`src/rtl/mult8x8_seq.sv`:
```
`default_nettype none
// ============================================================================
// Module   : mult8x8_seq
// Purpose  : Sequential unsigned (2*HALF)x(2*HALF) multiplier. One HALFxHALF
//            partial-product multiplier is reused over four cycles, one nibble
//            pair per cycle. Each partial is placed by a shift and summed
//            into a 4*HALF-bit accumulator.
// Ports    : clk        - system clock, rising edge
//            reset_a    - asynchronous active-low reset
//            start      - request, sampled only in IDLE
//            dataa/b    - operands, latched when start is accepted
//            product    - result register, updated only on completion
//            done       - one-cycle completion pulse
//            busy       - high while computing (CALC)
//            input_sel  - {A nibble, B nibble} select, 0 = low, 1 = high
//            shift_sel  - partial placement: 00 none, 01 HALF, 10 2*HALF
//            state_out  - 00 IDLE, 01 CALC, 10 DONE
// Revision : 1.0 - initial release
// ============================================================================
module mult8x8_seq #(
    parameter int HALF = 4
) (
    input  logic                clk,
    input  logic                reset_a,
    input  logic                start,
    input  logic [2*HALF-1:0]   dataa,
    input  logic [2*HALF-1:0]   datab,
    output logic [4*HALF-1:0]   product,
    output logic                done,
    output logic                busy,
    output logic [1:0]          input_sel,
    output logic [1:0]          shift_sel,
    output logic [1:0]          state_out
);

    localparam int OPW = 2 * HALF;
    localparam int PW  = 4 * HALF;

    typedef enum logic [1:0] {
        S_IDLE = 2'b00,
        S_CALC = 2'b01,
        S_DONE = 2'b10
    } state_t;

    state_t             r_state;
    state_t             w_state_nxt;
    logic [1:0]         r_count;
    logic [OPW-1:0]     r_opa;
    logic [OPW-1:0]     r_opb;
    logic [PW-1:0]      r_acc;
    logic [PW-1:0]      r_product;

    logic [HALF-1:0]    w_a_nib;
    logic [HALF-1:0]    w_b_nib;
    logic [OPW-1:0]     w_partial;
    logic [PW-1:0]      w_partial_ext;
    logic [PW-1:0]      w_shifted;
    logic [PW-1:0]      w_sum;

    // ------------------------------------------------------------------
    // FSM state register
    // ------------------------------------------------------------------
    always_ff @(posedge clk or negedge reset_a) begin
        if (!reset_a) begin
            r_state <= S_IDLE;
        end else begin
            r_state <= w_state_nxt;
        end
    end

    // ------------------------------------------------------------------
    // Next state and decoded outputs
    // ------------------------------------------------------------------
    always_comb begin
        w_state_nxt = r_state;
        busy        = 1'b0;
        done        = 1'b0;
        input_sel   = 2'b00;
        shift_sel   = 2'b00;
        case (r_state)
            S_IDLE: begin
                if (start) begin
                    w_state_nxt = S_CALC;
                end
            end
            S_CALC: begin
                busy      = 1'b1;
                // The count value doubles as the {A,B} nibble select.
                input_sel = r_count;
                case (r_count)
                    2'd0:    shift_sel = 2'b00;
                    2'd3:    shift_sel = 2'b10;
                    default: shift_sel = 2'b01;   // cross terms share weight HALF
                endcase
                if (r_count == 2'd3) begin
                    w_state_nxt = S_DONE;
                end
            end
            S_DONE: begin
                done        = 1'b1;
                w_state_nxt = S_IDLE;
            end
            default: begin
                w_state_nxt = S_IDLE;
            end
        endcase
    end

    // ------------------------------------------------------------------
    // Partial product datapath
    // ------------------------------------------------------------------
    assign w_a_nib = input_sel[1] ? r_opa[OPW-1:HALF] : r_opa[HALF-1:0];
    assign w_b_nib = input_sel[0] ? r_opb[OPW-1:HALF] : r_opb[HALF-1:0];

    assign w_partial     = {{HALF{1'b0}}, w_a_nib} * {{HALF{1'b0}}, w_b_nib};
    assign w_partial_ext = {{OPW{1'b0}}, w_partial};

    always_comb begin
        w_shifted = w_partial_ext;
        case (shift_sel)
            2'b01:   w_shifted = w_partial_ext << HALF;
            2'b10:   w_shifted = w_partial_ext << OPW;
            default: w_shifted = w_partial_ext;
        endcase
    end

    // The first partial restarts the sum, so no separate clear cycle is needed.
    assign w_sum = ((r_count == 2'd0) ? {PW{1'b0}} : r_acc) + w_shifted;

    // ------------------------------------------------------------------
    // Operand latch, step counter, accumulator and result register
    // ------------------------------------------------------------------
    always_ff @(posedge clk or negedge reset_a) begin
        if (!reset_a) begin
            r_count   <= 2'd0;
            r_opa     <= '0;
            r_opb     <= '0;
            r_acc     <= '0;
            r_product <= '0;
        end else begin
            case (r_state)
                S_IDLE: begin
                    if (start) begin
                        r_opa   <= dataa;
                        r_opb   <= datab;
                        r_count <= 2'd0;
                    end
                end
                S_CALC: begin
                    r_acc   <= w_sum;
                    r_count <= r_count + 2'd1;   // wraps to 0 after step 3
                    if (r_count == 2'd3) begin
                        r_product <= w_sum;
                    end
                end
                default: begin
                end
            endcase
        end
    end

    assign product   = r_product;
    assign state_out = r_state;

endmodule
`default_nettype wire

```
`config.mk`:
```
export PLATFORM = sky130hd
export DESIGN_NAME = mult8x8_seq
export DESIGN_NICKNAME = d
export VERILOG_FILES = /design/src/rtl/mult8x8_seq.sv
export SDC_FILE = /design/constraint.sdc
export NUM_CORES = 1
export LEC_CHECK = 0
export ABC_CLOCK_PERIOD_IN_PS = 4890
export CAP_MARGIN = 15
export CORE_ASPECT_RATIO = 1.25
export CORE_MARGIN = 8
export CORE_UTILIZATION = 47
export CTS_CLUSTER_SIZE = 30
export DETAILED_ROUTE_END_ITERATION = 10
export DONT_BUFFER_PORTS = 1
export SYNTH_ARGS = -nofsm -noshare
export SYNTH_HDL_FRONTEND = slang
export SYNTH_SLANG_ARGS = --single-unit
```
`constraint.sdc`:
```
create_clock -name clk -period 4.89 [get_ports clk]
set_input_delay 0.978 -clock clk [delete_from_list [all_inputs] [get_ports clk]]
set_output_delay 0.978 -clock clk [all_outputs]
set_load 0.02 [all_outputs]
```
==> results.ini, run 1 <==
[placement]
hpwl_mm = 7.15
gp_congestion = 0.825
dp_slack_ns = -0.348
port_buffers = 0

[sta]
rsz0062_at_grt = yes
max_clock_freq_mhz = 192
worst_pin_slew_ns = 0.749
hold_violations = 0
fin_ws_ns = -0.321
slew_violations = 0
fin_skew_ns = 0.00791
slew_headroom_pct = 50.0
post-route-min-period_ns = 5.21
fin_crit_sh_pct = 107
setup_violations = 18

[logic_synthesis]
synthCells = 394
syn_area_per_cell_sq_um = 9.12
yosys_warnings = 0
async_flop_share_pct = 100
yosysSeqAreaShare_pct = 36.2
synth_edf_count = 0
ys.flop_type = dfrtp_1
yosys-top-cells-count = nand2_1, dfrtp_1, nor2_1, o21ai_0, ha_1
synth_area_leader_cell = dfrtp_1
synth.area.top_cells = dfrtp_1, ha_1, nand2_1
synth_cell_types = 51
syn_nets = 447
synth.most_common_cell = nand2_1
yosysTopAreaCellShare_pct = 36.2
netlist_area_sq_um = 3590
ys_ff_latch = 52

[critical_path]
critPathLaunchType = register
crit_arrival_ns = 5.41
worstPathCellList = nand2b_4 > inv_8 > nand2_8 > mux2i_4 > or2_4 > fa_1 > inv_2 > fa_1 > inv_1 > fa_2 > inv_2 > a21o_1 > a21oi_2 > xor2_2 > a2bb2oi_2 > o22ai_2 > ha_4 > a2111oi_4 > o21a_1 > or4_4 > a21oi_4 > xnor2_1 > mux2_4
path_delay_family = adder cells
crit_required_ns = 5.09
end_kind = register
path_max_fanout = 5
criticalPathCategory = reg -> reg
slowest_delay_ns = 0.56
r2r_setup_slack_ns = -0.32
slowest_stage = fa_1
crit_buf_inv = 4

[global_routing]
top_usage_layer = met2
antenna_found_initial = 0
globalRouteMet2Util_pct = 33.5
grt_pass1_wl_mm = 15.0
grtUsageTotal_pct = 17.8
met3_usage_pct = 2.83
grt_pass1_vias = 3173
met1_usage_pct = 18.6
grt_max_degree = 53
grt_overflow = 0

[run_status]
status = finished with violations
failed_checks = negative setup slack

[clock_network]
cts-htree-levels = 2
cts_buffers = 5
clk_path_buf_depth = 2
tritoncts = yes
clock_latency_ns = 0.31
clk_pin_slew_ns = 0.10
cts_num_sinks = 52
cts-root-buf = clkbuf_8

[finish]
syn_to_final_growth_pct = 30.5
n_antenna_cell = 0
drive_above_1_share_pct = 33.7
nets = 512
num-fill-cells = 652

[drt]
vias = 3063
dr.pass1.iters = 4
drc = 0
routed_wl_mm = 9.75
detail-route-antenna-nets = 0
vias_per_cell = 5.55
drtIter0Drc = 105
wl_per_cell_um = 17.7

[floorplan]
fp-row-count = 35
die_h_um = 114
dieArea_sq_um = 10700
initial_core_util_pct = 48.5
die_x_um = 94.2
core_area_sq_um = 7400
io_pins = 43

[hold_path]
min_path_type = in -> async

[run]
cap_violations = 0

[kinds of logic (layout without fill, tap and decap cells)]
kind of cell,count (synthesis),after routing,share of synthesized area (%)
buf+inv,34,100,3.59
mux,28,28,8.50
flops,52,52,36.2
fa+ha+maj,34,34,12.9
simple gates,139,139,18.4
xor+xnor,14,14,3.41
compound gates,93,93,17.0
[area by class of cell]
cell class | count | area (sq um) | area share (%)
Multi-Input combinational cell | 308 | 2520 | 53.7
Tap cell | 92 | 115 | 2.46
Clock buffer | 8 | 100 | 2.14
Timing Repair Buffer | 72 | 567 | 12.1
Sequential cell | 52 | 1300 | 27.8
Inverter | 20 | 82.6 | 1.76
[stage by stage]
| step | util, % | hold slack [ns] | instances | TNS (ns) | area, sq um |
|---|---|---|---|---|---|
| 5_1_grt | 63.3 | 0.326 | 552 | -8.18 | 4690 |
| 3_5_place_dp | 56.8 | 0.461 | 531 | -4.37 | 4210 |
| 4_1_cts | 59.5 | 0.341 | 545 | -4.09 | 4400 |
| 3_3_place_gp | 56.8 | 0.455 | 531 | -3.35 | 4210 |
| 2_1_floorplan | - | 0.438 | 394 | -0.658 | 3700 |
| 6_report | 63.3 | 0.343 | 552 | -3.63 | 4690 |
[per-layer routing]
metal  routed length [um]  vias to the layer above
met2                 5250                       63
met1                 3820                     1482
met5                    0                        -
met4                  296                        0
met3                  387                       22
li1                     -                     1496
[flip-flops by register name, indices dropped and copies added, names as in the netlist]
register,flops
product,16
r_acc,16
r_opa,8
r_opb,8
r_count,2
state_out,2
[worst paths after layout]
check	end	start	cells after the start
setup / recovery	product[15]	state_out[1]	23
hold / removal	r_opa[6]	reset_a	0
setup reg to reg	product[15]	state_out[1]	23
hold reg to reg	r_acc[5]	r_acc[5]	2
max in group asynchronous	product[6]	reset_a	0
min in group clk	r_acc[5]	r_acc[5]	2
[cells in the final DEF (no fill, tap or decap), types with 3 or more instances in the layout]
cell type and n:
nand2_1 49, xor2_1 5, fa_1 4, nand3_1 6, nor2b_1 19, mux2_2 16, a21oi_2 4, a21o_1 6
ha_1 24, dfrtp_1 50, xor2_2 4, nor2_1 33, o21ai_2 4, o21ai_0 15, buf_4 65, a211oi_2 3
mux2i_1 7, o31ai_1 3, o21a_1 4, or2_4 5, a211o_1 5, o21ai_1 14, a21oi_1 11, mux2i_4 3
clkbuf_8 7, nand4_1 5, ha_4 5, inv_1 17, buf_6 7
[repair_timing]
action | CTS | global route
hold buffers | 0 | 0
buffers inserted | 6 | 7
gates resized for setup | 14 | 54
endpoints found under the setup margin | 19 | 20
pin swaps | 9 | 22
Power of run 1 is left out: the tool's default activity adds up to more than one toggle a clock period on the data nets, which glitch-free logic cannot reach.
==> run 2, diff against run 1 <==
--- a/config.mk
+++ b/config.mk
@@ -8,7 +8,6 @@
 export ABC_CLOCK_PERIOD_IN_PS = 4890
 export CAP_MARGIN = 15
 export CORE_ASPECT_RATIO = 1.25
-export CORE_MARGIN = 8
 export CORE_UTILIZATION = 47
 export CTS_CLUSTER_SIZE = 30
 export DETAILED_ROUTE_END_ITERATION = 10
==> run 2 against run 1 <==
Net effect:
- the flow still finishes with violations (negative setup slack)
- hold slack better by 0.0098 ns
- cell count is 0.18% higher
- die area is 25% lower
==> results.ini, run 2 (synthesis results as in run 1) <==
[run_status]
status = finished with violations
failed_checks = negative setup slack

[drt]
detail-route-antenna-nets = 0  ; unchanged
vias_per_cell = 5.57  ; +0.41%
drtIter0Drc = 153  ; +46%
drc = 0  ; unchanged
dr.pass1.iters = 4  ; unchanged
wl_per_cell_um = 17.0  ; -3.5%
routed_wl_mm = 9.42  ; -3.4%
vias = 3081  ; +0.59%

[finish]
most-common-layout-cells = buf_4, dfrtp_1, nand2_1
mostFrequentLayoutCell = buf_4
postLayoutCellArea_sq_um = 4750  ; +1.3%
n_antenna_cell = 0  ; unchanged
finalNonFillerCells = 553  ; +0.18%
nets = 513  ; +0.20%
num-fill-cells = 619  ; -5.1%
syn_to_final_growth_pct = 32.2
drive_above_1_share_pct = 35.4  ; +1.7 points

[hold_path]
min_path_type = in -> async

[sta]
fin_skew_ns = 0.00884  ; +0.000925 ns
fin_crit_sh_pct = 109  ; +2.4 points
setup_violations = 18  ; unchanged
hold_violations = 0  ; unchanged
fin_ws_ns = -0.439  ; -0.118 ns
tns_ns = -4.76  ; -1.13 ns
worst_pin_slew_ns = 0.753  ; +0.00326 ns
slew_violations = 0  ; unchanged
slew_headroom_pct = 49.7  ; -0.34 points
rsz0062_at_grt = yes
max_clock_freq_mhz = 188  ; -2.2%
post-route-min-period_ns = 5.33  ; +0.118 ns

[critical_path]
crit_arrival_ns = 5.52  ; +0.11 ns
slowest_delay_ns = 0.58  ; +0.02 ns
critPathLaunchType = register
crit_buf_inv = 4  ; unchanged
worstPathCellList = nand2b_4 > inv_8 > nand2_8 > mux2i_4 > or2_4 > fa_1 > inv_2 > fa_1 > inv_2 > fa_2 > inv_2 > a21o_1 > a21oi_2 > xor2_1 > a2bb2oi_1 > o22ai_1 > ha_2 > a2111oi_4 > o21a_1 > or4_4 > a21oi_4 > xnor2_1 > mux2_4
end_kind = register
slowest_stage = fa_1
path_delay_family = adder cells
criticalPathCategory = reg -> reg
cpMostUsedCell = inv_2
crit_required_ns = 5.08  ; about the same
path_max_fanout = 5  ; unchanged

[clock_network]
clock_latency_ns = 0.31  ; about the same
clk_path_buf_depth = 2  ; unchanged
cts_buffers = 5  ; unchanged
cts_hold_buffers = 0  ; unchanged
cts-root-buf = clkbuf_8
cts-htree-levels = 2  ; unchanged
clk_pin_slew_ns = 0.10  ; about the same
tritoncts = yes
cts_num_sinks = 52  ; unchanged

[global_routing]
grtUsageTotal_pct = 24.3  ; +6.5 points
antenna_found_initial = 0  ; unchanged
grt_max_degree = 53  ; unchanged
grt_pass1_vias = 3138  ; -1.1%
grt_pass1_wl_mm = 14.8  ; -1.6%
grt_overflow = 0  ; unchanged

[floorplan]
initial_core_util_pct = 48.5  ; unchanged
die_x_um = 80.2  ; -15%
die_h_um = 99.7  ; -12%
dieArea_sq_um = 8000  ; -25%
fp-row-count = 35  ; unchanged
io_pins = 43  ; unchanged
core_area_sq_um = 7400  ; unchanged

[run]
cap_violations = 0  ; unchanged

[placement]
hpwl_mm = 6.84  ; -4.4%
postPlaceCellArea_sq_um = 4190  ; -0.36%
port_buffers = 0  ; unchanged
gp_congestion = 0.838  ; +1.6%
dp.cells = 529  ; -0.38%

## run 2: cell count changes in the layout (fill, tap and decap cells not counted), moves of 3 or more
cell      before  now
ha_4           5    2
a211oi_4       0    3
nor2_1        33   30
o21ai_1       14   11
## run 2: repair_timing
item | CTS | global route
resized for setup | 37 | 45
cloned | 0 | 0
setup endpoints to repair | 20 | 20
setup buffers | 7 | 11
pin swaps | 23 | 40
## run 2: layout make-up
class / count / area [sq um] / area share, %
Clock buffer: 6 / 72.6 / 1.53
Clock inverter: 2 / 12.5 / 0.264
Inverter: 20 / 82.6 / 1.74
Multi-Input combinational cell: 308 / 2590 / 54.5
Sequential cell: 52 / 1300 / 27.5
Tap cell: 92 / 115 / 2.42
Timing Repair Buffer: 73 / 574 / 12.1
## run 2: routing by layer
layer	track usage, %	up-vias	wire, um
met1	26.4	1501	3790
met5	0	-	0
met4	10.9	0	249
met2	45.3	59	5190
met3	4.04	17	200
li1	-	1504	-
## run 2: final timing paths
kind / from / endpoint / slack, ns / depth (start not counted)
max: state_out[1] / product[15] / -0.44 / 23
min: reset_a / r_acc[2] / 0.35 / 0
max reg2reg: state_out[1] / product[15] / -0.44 / 23
min reg2reg: r_acc[3] / r_acc[3] / 0.48 / 2
max in group asynchronous: reset_a / product[15] / 4.44 / 0
min in group clk: r_acc[3] / r_acc[3] / 0.48 / 2
## run 2: metrics by stage
step	setup WS (ns)	hold slack, ns	utilization (%)
2_1_floorplan	-0.250	0.438	-
3_3_place_gp	-0.335	0.453	56.6
3_5_place_dp	-0.477	0.462	56.6
4_1_cts	-0.410	0.340	60.6
5_1_grt	-0.628	0.322	64.2
6_report	-0.439	0.353	64.2
Power of run 2 is left out for the same reason.
